`config.mk`:
```
export PLATFORM = sky130hd
export DESIGN_NAME = rs_dispatch_ctrl_flat
export DESIGN_NICKNAME = d
export VERILOG_FILES = /design/src/rtl/rs_dispatch_pkg.sv /design/src/rtl/rs_dispatch_ctrl_if.sv /design/src/rtl/rs_credit_counter.sv /design/src/rtl/rs_dispatch_ctrl.sv /design/src/flat_wrapper.sv
export SDC_FILE = /design/constraint.sdc
export NUM_CORES = 1
export LEC_CHECK = 0
export BUFFER_PORTS_ARGS = -buffer_cell sky130_fd_sc_hd__buf_2
export CORE_AREA = 2 2 174 176
export CTS_CLUSTER_DIAMETER = 30
export DETAILED_ROUTE_END_ITERATION = 8
export DIE_AREA = 0 0 176 178
export GPL_ROUTABILITY_DRIVEN = 0
export PLACE_DENSITY_LB_ADDON = 0.15
export SYNTH_ARGS = -nofsm -noshare
export SYNTH_HDL_FRONTEND = slang
export SYNTH_SLANG_ARGS = --single-unit
```
`constraint.sdc`:
```
create_clock -name clk -period 4.7 [get_ports clk]
set_input_delay 0.94 -clock clk [delete_from_list [all_inputs] [get_ports clk]]
set_output_delay 0.94 -clock clk [all_outputs]
set_load 0.01 [all_outputs]
```
`src/rtl/rs_dispatch_pkg.sv`:
```
// Shared constants and types for the rename-to-reservation-station dispatch controller.
// Latency: n/a (declarations only).
// Backpressure: n/a (declarations only).
package rs_dispatch_pkg;

   localparam int NUM_RS    = 4;
   localparam int RS_DEPTH  = 32;
   localparam int PAYLOAD_W = 127;
   localparam int SEQ_W     = 32;
   localparam int CNT_W     = $clog2(RS_DEPTH + 1);
   localparam int STALL_W   = 32;
   localparam int FU_SEL_W  = 2;

   // FU class index doubles as the reservation-station index
   localparam logic [FU_SEL_W-1:0] FU_ALU = 2'd0;
   localparam logic [FU_SEL_W-1:0] FU_MUL = 2'd1;
   localparam logic [FU_SEL_W-1:0] FU_DIV = 2'd2;
   localparam logic [FU_SEL_W-1:0] FU_BR  = 2'd3;

   // Credit update encoding, packed as {inc, dec}
   typedef enum logic [1:0] {
      CR_HOLD = 2'b00,
      CR_DEC  = 2'b01,
      CR_INC  = 2'b10,
      CR_BOTH = 2'b11
   } credit_op_e;

   function automatic logic [NUM_RS-1:0] fu_onehot(input logic [FU_SEL_W-1:0] sel);
      logic [NUM_RS-1:0] oh;
      oh      = '0;
      oh[sel] = 1'b1;
      return oh;
   endfunction

endpackage

```
`src/rtl/rs_dispatch_ctrl_if.sv`:
```
// Rename-side handshake plus the shared RS write bus and RS issue-return strobes.
// Latency: n/a (wiring only).
// Backpressure: in_ready is the only stall signal toward rename.
interface rs_dispatch_ctrl_if;
   import rs_dispatch_pkg::*;

   logic                 in_valid;
   logic                 in_ready;
   logic [FU_SEL_W-1:0]  in_fu_sel;
   logic [PAYLOAD_W-1:0] in_payload;
   logic [NUM_RS-1:0]    rs_start;
   logic [PAYLOAD_W-1:0] rs_payload;
   logic [SEQ_W-1:0]     rs_seq;
   logic [NUM_RS-1:0]    rs_issue;

   // Rename stage and reservation stations
   modport master (
      output in_valid, in_fu_sel, in_payload, rs_issue,
      input  in_ready, rs_start, rs_payload, rs_seq
   );

   // Dispatch controller
   modport slave (
      input  in_valid, in_fu_sel, in_payload, rs_issue,
      output in_ready, rs_start, rs_payload, rs_seq
   );

endinterface

```
`src/rtl/rs_credit_counter.sv`:
```
// Free-entry credit counter for one reservation station; flush refills to RS_DEPTH.
// Latency: count updates at the edge after inc/dec; overflow is a same-cycle flag.
// Backpressure: nonzero gates acceptance for this RS; an inc at full is held and flagged.
module rs_credit_counter
   import rs_dispatch_pkg::*;
(
   input  logic             clk,
   input  logic             reset,
   input  logic             flush,
   input  logic             inc,
   input  logic             dec,
   output logic [CNT_W-1:0] count,
   output logic             nonzero,
   output logic             overflow
);

   credit_op_e op;
   logic       full;

   assign op       = credit_op_e'({inc, dec});
   assign full     = (count == CNT_W'(RS_DEPTH));
   assign nonzero  = (count != '0);
   // A return with no free slot to give back means the RS and controller disagree
   assign overflow = !flush && (op == CR_INC) && full;

   // Credit register: reset and flush refill, otherwise apply the {inc,dec} delta
   always_ff @(posedge clk) begin
      if (reset || flush) begin
         count <= CNT_W'(RS_DEPTH);
      end else begin
         case (op)
            CR_DEC:  count <= count - CNT_W'(1);
            CR_INC:  if (!full) count <= count + CNT_W'(1);
            default: count <= count;
         endcase
      end
   end

endmodule

```
`src/rtl/rs_dispatch_ctrl.sv`:
```
// Steers renamed instructions to one of NUM_RS reservation stations with a sequence stamp; optional RS_DISPATCH_PERF_EN adds per-RS stall counters.
// Latency: accept in cycle N gives a one-cycle rs_start pulse in N+1; back-to-back accepts need no bubbles.
// Backpressure: in_ready drops combinationally when the selected RS has no credit, or during reset/flush.
module rs_dispatch_ctrl
   import rs_dispatch_pkg::*;
(
   input  logic                      clk,
   input  logic                      reset,
   input  logic                      flush,
   rs_dispatch_ctrl_if.slave         bus,
   output logic [NUM_RS*CNT_W-1:0]   credit_out,
   output logic                      credit_err,
   output logic [NUM_RS*STALL_W-1:0] stall_cnt
);

   logic [NUM_RS-1:0] sel_oh;
   logic [NUM_RS-1:0] dec_vec;
   logic [NUM_RS-1:0] cr_nonzero;
   logic [NUM_RS-1:0] cr_overflow;
   logic [CNT_W-1:0]  cr_count [NUM_RS];
   logic [SEQ_W-1:0]  seq_cnt;
   logic              accept;

   assign sel_oh       = fu_onehot(bus.in_fu_sel);
   assign bus.in_ready = !reset && !flush && cr_nonzero[bus.in_fu_sel];
   assign accept       = bus.in_valid && bus.in_ready;
   assign dec_vec      = accept ? sel_oh : '0;

   for (genvar k = 0; k < NUM_RS; k++) begin : g_rs
      rs_credit_counter u_credit (
         .clk      (clk),
         .reset    (reset),
         .flush    (flush),
         .inc      (bus.rs_issue[k]),
         .dec      (dec_vec[k]),
         .count    (cr_count[k]),
         .nonzero  (cr_nonzero[k]),
         .overflow (cr_overflow[k])
      );
      assign credit_out[k*CNT_W +: CNT_W] = cr_count[k];
   end

   // Write strobe, payload/sequence capture and sticky credit error
   always_ff @(posedge clk) begin
      if (reset) begin
         bus.rs_start   <= '0;
         bus.rs_payload <= '0;
         bus.rs_seq     <= '0;
         seq_cnt        <= '0;
         credit_err     <= 1'b0;
      end else begin
         // accept is already low during flush, so flush also kills the pulse
         bus.rs_start <= dec_vec;
         if (accept) begin
            bus.rs_payload <= bus.in_payload;
            bus.rs_seq     <= seq_cnt;
            seq_cnt        <= seq_cnt + SEQ_W'(1);
         end
         if (|cr_overflow) begin
            credit_err <= 1'b1;
         end
      end
   end

`ifdef RS_DISPATCH_PERF_EN
   logic [STALL_W-1:0] stall_q [NUM_RS];

   for (genvar k = 0; k < NUM_RS; k++) begin : g_perf
      // Count cycles rename is blocked solely because this RS is full; saturate
      always_ff @(posedge clk) begin
         if (reset) begin
            stall_q[k] <= '0;
         end else if (!flush && bus.in_valid && sel_oh[k] && !cr_nonzero[k]
                      && (stall_q[k] != '1)) begin
            stall_q[k] <= stall_q[k] + STALL_W'(1);
         end
      end
      assign stall_cnt[k*STALL_W +: STALL_W] = stall_q[k];
   end
`else
   assign stall_cnt = '0;
`endif

endmodule

```
`src/flat_wrapper.sv`:
```
// flat-port wrapper written by rule: the top's interface ports become plain ports
module rs_dispatch_ctrl_flat import rs_dispatch_pkg::*;
  (clk, reset, flush, credit_out, credit_err, stall_cnt, bus_in_valid, bus_in_fu_sel, bus_in_payload, bus_rs_issue, bus_in_ready, bus_rs_start, bus_rs_payload, bus_rs_seq);
  rs_dispatch_ctrl_if bus_i ();
  input  logic clk;
  input  logic reset;
  input  logic flush;
  output logic [NUM_RS*CNT_W-1:0] credit_out;
  output logic credit_err;
  output logic [NUM_RS*STALL_W-1:0] stall_cnt;
  input wire logic [$bits(bus_i.in_valid)-1:0] bus_in_valid;
  input wire logic [$bits(bus_i.in_fu_sel)-1:0] bus_in_fu_sel;
  input wire logic [$bits(bus_i.in_payload)-1:0] bus_in_payload;
  input wire logic [$bits(bus_i.rs_issue)-1:0] bus_rs_issue;
  output wire logic [$bits(bus_i.in_ready)-1:0] bus_in_ready;
  output wire logic [$bits(bus_i.rs_start)-1:0] bus_rs_start;
  output wire logic [$bits(bus_i.rs_payload)-1:0] bus_rs_payload;
  output wire logic [$bits(bus_i.rs_seq)-1:0] bus_rs_seq;
  assign bus_i.in_valid = bus_in_valid;
  assign bus_i.in_fu_sel = bus_in_fu_sel;
  assign bus_i.in_payload = bus_in_payload;
  assign bus_i.rs_issue = bus_rs_issue;
  assign bus_in_ready = bus_i.in_ready;
  assign bus_rs_start = bus_i.rs_start;
  assign bus_rs_payload = bus_i.rs_payload;
  assign bus_rs_seq = bus_i.rs_seq;
  rs_dispatch_ctrl u_core (.clk(clk), .reset(reset), .flush(flush), .bus(bus_i), .credit_out(credit_out), .credit_err(credit_err), .stall_cnt(stall_cnt));
endmodule
```
==> results.md, run 1 <==
* Count of pins over their slew limit at 0
* Clock network fraction of total power at 0.620
* Floorplan die area at 0.0313 mm2
* Net load switching power at 1360 uW
* Worst min-delay path class: flop to flop
* Critical hold path startpoint: u_core.bus.rs_seq[18]
* Status: finished, final reports clean
* Via count of the first global-routing pass at 8339
* Clock buffer count from CTS at 56
* Minimum setup slack after placement at 1040 ps
* Largest area contributor in the netlist: sky130_fd_sc_hd__dfxtp_1
* Total grt overflow at 0
* I/O pin cnt at 454
* Count of maximum capacitance violations at 0
* Per-cell routed wire length at 14.3 um
* Met3 wire length at 2150 um
* Unrepaired setup endpoints after global routing: no
* Net switching share of the total power at 0.225
* Mean instance size in the synthesized netlist at 8.03 um2
* Clock slew seen by the registers of the worst setup and hold paths at 40 ps
* Total length of routed met2 wires at 13800 um
* Post-detailed-placement half-perimeter wirelength at 20100 um
* Final setup fails at 0
* Layout cell share with drive strength beyond 1 at 0.274
* Distinct cells, synth at 65
* Ordered cell list for the critical path: buf_2 > or4b_1 > nor2_1 > o21a_1 > buf_4 > nor2_1 > buf_2
* Critical-path top delay cell: sky130_fd_sc_hd__or4b_1
* Layout Area Growth over Synthesis at 33.4%
* Initial standard-cell utilization of the core at 0.340
* Post-CTS Resized at 0
* Net count of the finished layout at 1728
* Primary flip-flop cell chosen by synthesis mapping: sky130_fd_sc_hd__dfxtp_1
* Leading cell types by total area after synthesis: sky130_fd_sc_hd__dfxtp_1 (44%), sky130_fd_sc_hd__nand2_1 (13%), sky130_fd_sc_hd__buf_4 (10%)
* Post-route antenna net violation count at 0
* Via count of the routed design at 9158
* Setup fix buffers added after clock tree synthesis at 0
* Capture point of the worst reg-to-reg path: u_core.g_rs[2].u_credit.count[5]
* Top routing layer in use: met4
* Warning count from the yosys run at 0
* RR Startpoint: u_core.g_rs[2].u_credit.count[0]
* Routed length on met1 at 12000 um
* Vias per inst at 4.57
* Share of the cycle needed by the critical path after routing at 0.697
* Max-slew headroom at the worst pin at 0.350
* Sequential share of power at 0.320
* Hold Violations, Final at 0
* Worst Tran Pin Value at 975 ps
* Number of antenna violations at the first check in global routing at 0
* Total Wirelength at 28700 um
* Sequential cell area at 0.00440 mm2
* Detailed Routing Iterations Pass 1 at 5
* Leakage power at 0.00602 uW
* Starting DRT DRC Count at 407
* Global Route Usage Sum at 0.173
* Sequential element share of the synthesized area at 0.440
* Clk Tree Root Cell: sky130_fd_sc_hd__clkbuf_16
* Power density normalized to cell area at 453 mW/mm2
* Leading cell types by count after synthesis: sky130_fd_sc_hd__nand2_1 (354), sky130_fd_sc_hd__dfxtp_1 (220), sky130_fd_sc_hd__a21oi_1 (184)
* Worst Path Class, Setup: input port to primary output
* Worst-case hold slack at 448 ps
* Timing-limited maximum frequency at 305 MHz
* Leading cell type by number of instances after synthesis: sky130_fd_sc_hd__nand2_1
* FF+latch count, synth at 220
* # H-tree levels at 2
* Worst Hold Endpoint: u_core.bus.rs_seq[18]
* Clock sink count at 220
* Area share of the leading cell type in the synthesized netlist at 0.440
* Combinational Power Share at 0.060
* Fillers at 3007
* Setup TNS at 0 ps
* Async set or reset register ratio after synthesis at 0
* Cell-internal power at 4680 uW
* Hold-critical path depth at 2
* Depth of the worst register-to-register path at 10
* Vert. Die Dim at 178 um
* Maximum number of pins on one net before global-route repair at 92
* Setup ws final at 1420 ps
* Launching element type of the critical path: input port
* Number of synthesized flops with an enable pin at 0
* Worst-skew pair later-pin latency at 550 ps
* Maximum clock path buffer count at 3
* Multi-input logic area at 0.00478 mm2
* Syn Std Cell Area at 0.0100 mm2
* TritonCTS clock tree: built
* Crit path capture type: primary output
* Core Box Area at 0.0294 mm2
* Fin crit period at 3280 ps
* Worst-path maximum fanout at 18
* R2R setup slack at 1690 ps
* Quantity of I/O buffers inserted on ports at 325
* Total inserted antenna cells at 0
* Die Width at 176 um
* # DRC at 0
* Worst EP required at 3760 ps
* Slowest cell delay on critical path at 470 ps
* Highest ir drop seen on vdd at 0.284 mV
* Hold-fix buffers, CTS at 0
* Global-route wire length before repair at 44300 um
* Final clock skew at 25.6 ps
* Count of standard-cell rows at 63
* Critical path arrival at 2340 ps
* Number of instances in the synthesized netlist at 1246
-- worst max path at each step --
stage | startpoint | end | slack, ps
2_1_floorplan | bus_in_fu_sel[0] | u_core.g_rs[2].u_credit.count[5] | 1060
3_3_place_gp | bus_in_fu_sel[0] | u_core.g_rs[3].u_credit.count[5] | 1050
3_5_place_dp | bus_in_fu_sel[0] | u_core.g_rs[3].u_credit.count[5] | 1040
4_1_cts | bus_in_fu_sel[0] | bus_in_ready | 1420
5_1_grt | bus_in_fu_sel[0] | bus_in_ready | 1270
6_report | bus_in_fu_sel[0] | bus_in_ready | 1420
-- cells by family after synthesis --
kind of cell,after synthesis,synth area share
fa+ha+maj,21,0.0293
xor+xnor,22,0.0193
simple gates,505,0.223
compound gates,260,0.144
other cells,1,0.000375
flops,220,0.440
buf+inv,205,0.131
mux,12,0.0124
-- registers in the layout (all words and copies together) (netlist names) --
name                        count
u_core.bus.rs_payload         127
u_core.bus.rs_seq              32
u_core.bus.rs_start             4
u_core.credit_err               1
u_core.g_rs.u_credit.count     24
u_core.seq_cnt                 32
-- layer usage --
| layer | up-vias | global-route usage |
|---|---|---|
| li1 | 4611 | - |
| met1 | 4137 | 0.214 |
| met2 | 343 | 0.286 |
| met3 | 67 | 0.0512 |
| met4 | 0 | 0.0658 |
| met5 | - | 0 |
-- final cells by class --
class | count | area share
tap | 390 | 0.0366
clock buffer | 85 | 0.126
sequential | 220 | 0.330
inverter | 6 | 0.00169
timing repair buffer | 338 | 0.132
multi-input combinational | 948 | 0.358
clock inverter | 18 | 0.0158
-- power groups by stage --
stage               clock network [uW]  registers [uW]  logic, uW
floorplan                            0            1990        278
global placement                     0            1970        360
detailed placement                   0            1970        361
CTS                               3830            1940        362
global route                      3940            1940        402
finish                            3750            1940        360
-- cell usage in the layout (no fill, tap or decap), types with 11 or more instances in the layout --
cell type,Yosys,layout
sky130_fd_sc_hd__a21oi_1,184,184
sky130_fd_sc_hd__clkbuf_16,0,58
sky130_fd_sc_hd__dfxtp_1,220,220
sky130_fd_sc_hd__buf_4,137,11
sky130_fd_sc_hd__conb_1,1,128
sky130_fd_sc_hd__buf_2,15,324
sky130_fd_sc_hd__xnor2_1,18,18
sky130_fd_sc_hd__clkbuf_1,46,14
sky130_fd_sc_hd__or4_1,11,11
sky130_fd_sc_hd__clkbuf_8,0,13
sky130_fd_sc_hd__nor2_1,37,37
sky130_fd_sc_hd__nor4_1,11,11
sky130_fd_sc_hd__nand2_1,354,354
sky130_fd_sc_hd__nor3_1,12,12
sky130_fd_sc_hd__o21ai_0,26,26
sky130_fd_sc_hd__nand3_1,20,19
sky130_fd_sc_hd__ha_1,17,17
sky130_fd_sc_hd__nand4_1,12,12
-- per-stage QoR --
stage                     area [um2]  cells  total power, uW  utilization
after detailed placement       11500   1902             2330        0.390
final                          13300   2005             6050        0.454
after floorplan                10500   1373             2260            -
after global placement         11500   1902             2330        0.390
after CTS                      13300   2005             6130        0.454
after global routing           13300   2005             6280        0.454
-- critical path: cells and delay by family --
family | cells | cell delay, ps
AO/OA/AOI/OAI | 1 | 150
buffers and inverters | 3 | 550
AND/OR/NAND/NOR | 3 | 710
No activity file was read; power rests on OpenSTA's default activity.
==> run 2: changes to the inputs <==
Settings changed: ABC_AREA from default to 1, CORE_AREA 2 2 174 176 to 2 2 177 179, DIE_AREA 0 0 176 178 to 0 0 179 181.
Clock period 4.7 ns to 3.3 ns, I/O delays scaled along.
==> results.md, run 2 <==
* Final setup fails at 0 (unchanged)
* Critical-path top delay cell: sky130_fd_sc_hd__dfxtp_1
* Distinct cells, synth at 40 (-38%)
* Registers with the most flip-flops: u_core.bus.rs_payload: 127 flops, u_core.bus.rs_seq: 32 flops, u_core.seq_cnt: 32 flops
* Leading cell types by total area after synthesis: sky130_fd_sc_hd__dfxtp_1 (43%), sky130_fd_sc_hd__nor2_1 (13%), sky130_fd_sc_hd__buf_4 (9.4%)
* Worst-skew pair later-pin latency at 560 ps (about the same)
* Launching element type of the critical path: flop
* Cell-internal power at 6950 uW (+48%)
* Share of the cycle needed by the critical path after routing at 0.845
* Primary flip-flop cell chosen by synthesis mapping: sky130_fd_sc_hd__dfxtp_1
* Register with the highest flop count: u_core.bus.rs_payload
* Number of antenna violations at the first check in global routing at 6 (+6)
* Worst min-delay path class: input port to flop
* Worst path bufs/invs at 1 (-2)
* # DRC at 0 (unchanged)
* Die Width at 179 um (+1.7%)
* Most common library cell in the layout ignoring fill and taps: sky130_fd_sc_hd__nor2_1
* Slowest cell delay on critical path at 430 ps (-40 ps)
* Per-cell routed wire length at 14.2 um (-1.0%)
* Clock sink count at 220 (unchanged)
* Hold Violations, Final at 0 (unchanged)
* Largest area contributor in the netlist: sky130_fd_sc_hd__dfxtp_1
* Net count of the finished layout at 1861 (+7.7%)
* # H-tree levels at 2 (unchanged)
* Number of instances in the synthesized netlist at 1370 (+10%)
* Warning count from the yosys run at 0 (unchanged)
* Sequential element share of the synthesized area at 0.429 (-0.0109)
* Status: finished, final reports clean
* Net load switching power at 2180 uW (+60%)
* Combinational Power Share at 0.085 (+0.025)
* Clk Tree Root Cell: sky130_fd_sc_hd__clkbuf_16
* Quantity of I/O buffers inserted on ports at 325 (unchanged)
* Clock slew seen by the registers of the worst setup and hold paths at 40 ps (about the same)
* Worst Tran Pin Value at 842 ps (-134 ps)
* Leading cell types by count after synthesis: sky130_fd_sc_hd__nor2_1 (368), sky130_fd_sc_hd__dfxtp_1 (220), sky130_fd_sc_hd__o21ai_0 (174)
* Initial standard-cell utilization of the core at 0.338 (-0.00229)
* Post-CTS Resized at 0 (unchanged)
* Starting DRT DRC Count at 462 (+14%)
* Core Box Area at 0.0303 mm2 (+3.2%)
* Post-detailed-placement half-perimeter wirelength at 21200 um (+5.4%)
* Final clock skew at 21.3 ps (-4.29 ps)
* Vias per inst at 4.43 (-3.0%)
* Post-route antenna net violation count at 0 (unchanged)
* Sequential share of power at 0.313 (-0.007)
* Max-slew headroom at the worst pin at 0.439 (+0.0891)
* Maximum clock path buffer count at 3 (unchanged)
* Unrepaired setup endpoints after global routing: no
* Crit path capture type: flop
* Ordered cell list for the critical path: nor2_1 > nand2_1 > nor2_1 > nor2_2 > nand4_1 > nand2_1 > ha_1 > a21oi_1 > nand2_1 > nand2_1 > nand2_1 > a21oi_1 > inv_1 > nand2_1 > nand3_1 > nand2_1 > nand3_1
* Number of synthesized flops with an enable pin at 0 (unchanged)
* Layout Area Growth over Synthesis at 32.6%
* Vert. Die Dim at 181 um (+1.7%)
* Worst EP required at 3720 ps (-40 ps)
* Most frequent cells in the layout: sky130_fd_sc_hd__nor2_1 (368), sky130_fd_sc_hd__buf_2 (325), sky130_fd_sc_hd__dfxtp_1 (220)
* Kind of cell adding the most delay to the critical path: simple AND/OR/NAND/NOR gates
* Highest ir drop seen on vdd at 0.376 mV (+32%)
* Max FFs per register at 127 (unchanged)
* Setup TNS at 0 ps (unchanged)
* Cells after DPL at 2037 (+7.1%)
* Async set or reset register ratio after synthesis at 0 (unchanged)
* Leading cell type by number of instances after synthesis: sky130_fd_sc_hd__nor2_1
* Worst Path Class, Setup: flop to flop
* Fin crit period at 2790 ps
* Count of pins over their slew limit at 0 (unchanged)
* Worst-path maximum fanout at 6 (-12)
* Area share of the leading cell type in the synthesized netlist at 0.429 (-0.0109)
* Most numerous cell on the critical path: sky130_fd_sc_hd__nand2_1
* Global Route Usage Sum at 0.177 (+0.00380)
* Total Wirelength at 30500 um (+6.1%)
* Layout Cells excl Fill at 2149 (+7.2%)
* Leakage power at 0.00658 uW (+9.4%)
* Clock network fraction of total power at 0.602 (-0.018)
* Via count of the routed design at 9517 (+3.9%)
* Net switching share of the total power at 0.239 (+0.0131)
* Syn Std Cell Area at 0.0103 mm2 (+2.5%)
* Hold-fix buffers, CTS at 0 (unchanged)
* Fillers at 3193 (+6.2%)
* Mean instance size in the synthesized netlist at 7.49 um2 (-6.8%)
* Timing-limited maximum frequency at 359 MHz
* Power density normalized to cell area at 671 mW/mm2 (+48%)
* Critical path arrival at 3200 ps (+860 ps)
* I/O pin cnt at 454 (unchanged)
* Count of maximum capacitance violations at 0 (unchanged)
* Total grt overflow at 0 (unchanged)
* TritonCTS clock tree: built
* Via count of the first global-routing pass at 8654 (+3.8%)
* Global-route wire length before repair at 46400 um (+4.7%)
* Floorplan die area at 0.0324 mm2 (+3.4%)
* FF+latch count, synth at 220 (unchanged)
* Count of standard-cell rows at 64 (+1.6%)
* Layout cell share with drive strength beyond 1 at 0.261 (-0.0131)
* Setup fix buffers added after clock tree synthesis at 0 (unchanged)
* Detailed Routing Iterations Pass 1 at 4 (-1)
* Maximum number of pins on one net before global-route repair at 174 (+89%)
* Clock buffer count from CTS at 60 (+7.1%)
run 2: changes by cell type in the layout (fill, tap and decap cells not counted), moves of 11 or more:
cell | before | now
sky130_fd_sc_hd__a21oi_1 | 184 | 50
sky130_fd_sc_hd__inv_1 | 5 | 61
sky130_fd_sc_hd__nand2_1 | 354 | 135
sky130_fd_sc_hd__nand3_1 | 19 | 46
sky130_fd_sc_hd__nor2_1 | 37 | 368
sky130_fd_sc_hd__o21ai_0 | 26 | 174
sky130_fd_sc_hd__or4_1 | 11 | 0
sky130_fd_sc_hd__xnor2_1 | 18 | 5
sky130_fd_sc_hd__xor2_1 | 4 | 21
run 2: tightest hold or removal path, delay by kind of cell:
kind            cells  cell delay, ps
buf+inv             1              70
compound gates      1              70
simple gates        1              70
run 2: layer usage:
layer	up-vias	track usage	share of wire	wire length, um
met5	-	0	0.0013	40
met4	6	0.0546	0.019	584
met1	4292	0.225	0.45	13600
met3	48	0.0623	0.092	2810
met2	323	0.280	0.44	13500
li1	4848	-	-	-
run 2: per-stage QoR:
step | total power (uW) | util | area, um2 | setup WS (ps) | hold slack, ps
after floorplan | 3500 | - | 10700 | 623 | 458
after global placement | 3680 | 0.383 | 11600 | 245 | 443
after detailed placement | 3690 | 0.383 | 11600 | 181 | 443
after CTS | 9260 | 0.448 | 13600 | 514 | 332
after global routing | 9520 | 0.448 | 13600 | 144 | 346
final | 9130 | 0.448 | 13600 | 512 | 360
run 2: cell families (layout without fill, tap and decap cells):
logic type / after synthesis / after routing / share of synthesized area
AND/OR/NAND/NOR: 609 / 609 / 0.245
buffers and inverters: 257 / 510 / 0.157
AO/OA/AOI/OAI: 236 / 236 / 0.118
flip-flops: 220 / 220 / 0.429
XOR/XNOR: 26 / 26 / 0.0222
adder cells (fa/ha/maj): 21 / 21 / 0.0286
other: 1 / 131 / 0.000366
run 2: area by class of cell:
type	count	area, um2	share of cell area
inverter	66	255	0.0188
timing repair buffer	335	1740	0.128
antenna	3	7.51	0.000552
clock buffer	88	1780	0.131
sequential	220	4400	0.324
clock inverter	21	203	0.0149
tap	396	495	0.0364
multi-input combinational	1020	4720	0.347
run 2: final timing paths:
| kind | from | slack (ps) | depth (start not counted) | end |
|---|---|---|---|---|
| hold / removal | bus_in_payload[75] | 360 | 3 | u_core.bus.rs_payload[75] |
| setup / recovery | u_core.g_rs[3].u_credit.count[0] | 510 | 17 | u_core.g_rs[2].u_credit.count[5] |
| hold reg to reg | u_core.credit_err | 450 | 2 | u_core.credit_err |
| setup reg to reg | u_core.g_rs[3].u_credit.count[0] | 510 | 17 | u_core.g_rs[2].u_credit.count[5] |
run 2: power groups by stage:
stage / clock [uW] / combinational (uW) / sequential, uW
5_1_grt: 5770 / 882 / 2870
2_1_floorplan: 0 / 544 / 2950
3_3_place_gp: 0 / 777 / 2900
6_report: 5500 / 779 / 2860
3_5_place_dp: 0 / 784 / 2900
4_1_cts: 5620 / 788 / 2860
==> run 3: changes to the inputs <==
Clock period 3.3 ns to 2.7 ns, I/O delays scaled along.
==> results.md, run 3 (synthesis results as in run 2) <==
* Per-cell routed wire length at 14.0 um (-1.3%)
* Post-route antenna net violation count at 0 (unchanged)
* Layout cell share with drive strength beyond 1 at 0.278 (+0.0173)
* Clk Tree Root Cell: sky130_fd_sc_hd__clkbuf_16
* # DRC at 0 (unchanged)
* Sequential share of power at 0.303 (-0.010)
* Via count of the first global-routing pass at 8922 (+3.1%)
* Number of antenna violations at the first check in global routing at 2 (-4)
* Register with the highest flop count: u_core.bus.rs_payload
* Die Width at 179 um (unchanged)
* Global-route wire length before repair at 47300 um (+2.0%)
* Crit path capture type: flop
* Vert. Die Dim at 181 um (unchanged)
* Worst-skew pair later-pin latency at 540 ps (-20 ps)
* Net count of the finished layout at 1889 (+1.5%)
* Critical path arrival at 2920 ps (-280 ps)
* Status: finished, final reports clean
* Net load switching power at 2690 uW (+24%)
* Worst-path maximum fanout at 6 (unchanged)
* Total grt overflow at 0 (unchanged)
* Most common library cell in the layout ignoring fill and taps: sky130_fd_sc_hd__nor2_1
* Combinational Power Share at 0.087 (+0.002)
* Clock buffer count from CTS at 56 (-6.7%)
* Fin crit period at 2500 ps (-288 ps)
* Hold-fix buffers, CTS at 0 (unchanged)
* Hold Violations, Final at 0 (unchanged)
* Minimum setup slack after placement at -9.88 ps (-191 ps)
* Worst min-delay path class: input port to flop
* Highest ir drop seen on vdd at 0.478 mV (+27%)
* Global Route Usage Sum at 0.178 (+0.00129)
* Core Box Area at 0.0303 mm2 (unchanged)
* Count of pins over their slew limit at 0 (unchanged)
* Post-detailed-placement half-perimeter wirelength at 21700 um (+2.6%)
* Timing-limited maximum frequency at 400 MHz (+12%)
* Detailed Routing Iterations Pass 1 at 5 (+1)
* Clock network fraction of total power at 0.610 (+0.008)
* Starting DRT DRC Count at 581 (+26%)
* Share of the cycle needed by the critical path after routing at 0.926 (+0.0812)
* Launching element type of the critical path: flop
* Leakage power at 0.00676 uW (+2.6%)
* Power density normalized to cell area at 824 mW/mm2 (+23%)
* Setup TNS at 0 ps (unchanged)
* Max FFs per register at 127 (unchanged)
* Worst Path Class, Setup: flop to flop
* Final clock skew at 24.1 ps (+2.73 ps)
* Setup ws final at 200 ps (-312 ps)
* Worst EP required at 3120 ps (-600 ps)
* Count of standard-cell rows at 64 (unchanged)
* Source of the critical timing path: u_core.g_rs[1].u_credit.count[2]
* Initial standard-cell utilization of the core at 0.338 (unchanged)
* I/O pin cnt at 454 (unchanged)
* Count of maximum capacitance violations at 0 (unchanged)
* Quantity of I/O buffers inserted on ports at 325 (unchanged)
* GR Util met3 at 0.0587 (-0.00358)
* Total Wirelength at 30500 um (about the same)
* Final setup fails at 0 (unchanged)
* Routing layer with the top usage in global route: met2
* Maximum clock path buffer count at 3 (unchanged)
* # H-tree levels at 2 (unchanged)
* Worst-case hold slack at 249 ps (-111 ps)
* Met2 Use GR at 0.295 (+0.0152)
* Registers with the most flip-flops: u_core.bus.rs_payload: 127 flops, u_core.bus.rs_seq: 32 flops, u_core.seq_cnt: 32 flops
* Net switching share of the total power at 0.234 (-0.00447)
* Via count of the routed design at 9684 (+1.8%)
* Cell-internal power at 8810 uW (+27%)
* Clock sink count at 220 (unchanged)
* Maximum number of pins on one net before global-route repair at 106 (-39%)
* Layout Area Growth over Synthesis at 36.1%
* RR Startpoint: u_core.g_rs[1].u_credit.count[2]
* Met1 routing resource usage after global routing at 0.222 (-0.00314)
* TritonCTS clock tree: built
* Power Total at 11500 uW (+26%)
* Most frequent cells in the layout: sky130_fd_sc_hd__nor2_1 (368), sky130_fd_sc_hd__buf_2 (325), sky130_fd_sc_hd__dfxtp_1 (217)
* Critical hold path startpoint: bus_in_payload[75]
* Floorplan die area at 0.0324 mm2 (unchanged)
* Vias per inst at 4.45 (+0.49%)
* Clock slew seen by the registers of the worst setup and hold paths at 40 ps (about the same)
-- run 3: repair_timing --
action                                  CTS  global route
gates resized for setup                   0             6
endpoints found under the setup margin    0             3
buffers inserted                          0             2
-- run 3: layer usage --
metal,part of all wire,vias to the layer above
met5,0.00030,-
met4,0.012,2
met3,0.098,37
met2,0.46,353
met1,0.43,4377
li1,-,4915
-- run 3: cell type report --
class	count	area (um2)
Fill cell	3131	16400
Multi-Input combinational cell	1020	4730
Sequential cell	220	4410
Timing Repair Buffer	367	2030
Clock buffer	72	1570
Tap cell	396	495
Clock inverter	33	458
Inverter	66	255
Antenna cell	2	5.00
-- run 3: path summary, 6_finish.rpt --
kind	to	slack [ps]	cells past startpoint
hold reg to reg	u_core.credit_err	450	2
hold / removal	u_core.bus.rs_payload[75]	250	3
setup reg to reg	u_core.g_rs[0].u_credit.count[5]	200	18
setup / recovery	u_core.g_rs[0].u_credit.count[5]	200	18
-- run 3: power groups by stage --
| stage | logic, uW | clock network [uW] | registers (uW) |
|---|---|---|---|
| after floorplan | 664 | 0 | 3610 |
| after global placement | 998 | 0 | 3540 |
| final | 1000 | 7020 | 3480 |
| after global routing | 1130 | 7370 | 3500 |
| after CTS | 1010 | 7170 | 3480 |
| after detailed placement | 1000 | 0 | 3540 |
-- run 3: critical path, cell delays in order (launching register included) --
cell and delay [ps]:
sky130_fd_sc_hd__dfxtp_1 380, sky130_fd_sc_hd__nor2_1 60, sky130_fd_sc_hd__nand2_1 120, sky130_fd_sc_hd__nor2_1 70
sky130_fd_sc_hd__nor2_2 220, sky130_fd_sc_hd__buf_4 150, sky130_fd_sc_hd__nand4_1 140, sky130_fd_sc_hd__nand2_2 120
sky130_fd_sc_hd__ha_1 260, sky130_fd_sc_hd__a21oi_1 150, sky130_fd_sc_hd__nand2_1 70, sky130_fd_sc_hd__nand2_1 80
sky130_fd_sc_hd__nand2_1 50, sky130_fd_sc_hd__a21oi_1 160, sky130_fd_sc_hd__inv_1 60, sky130_fd_sc_hd__nand2_1 80
sky130_fd_sc_hd__nand3_1 80, sky130_fd_sc_hd__nand2_1 70, sky130_fd_sc_hd__nand3_1 60
-- run 3: through the flow --
stage | std cells | area [um2] | util
6_report | 2176 | 14000 | 0.460
4_1_cts | 2172 | 13900 | 0.459
5_1_grt | 2174 | 14000 | 0.460
2_1_floorplan | 1497 | 10700 | -
3_3_place_gp | 2067 | 11900 | 0.392
3_5_place_dp | 2067 | 11900 | 0.392
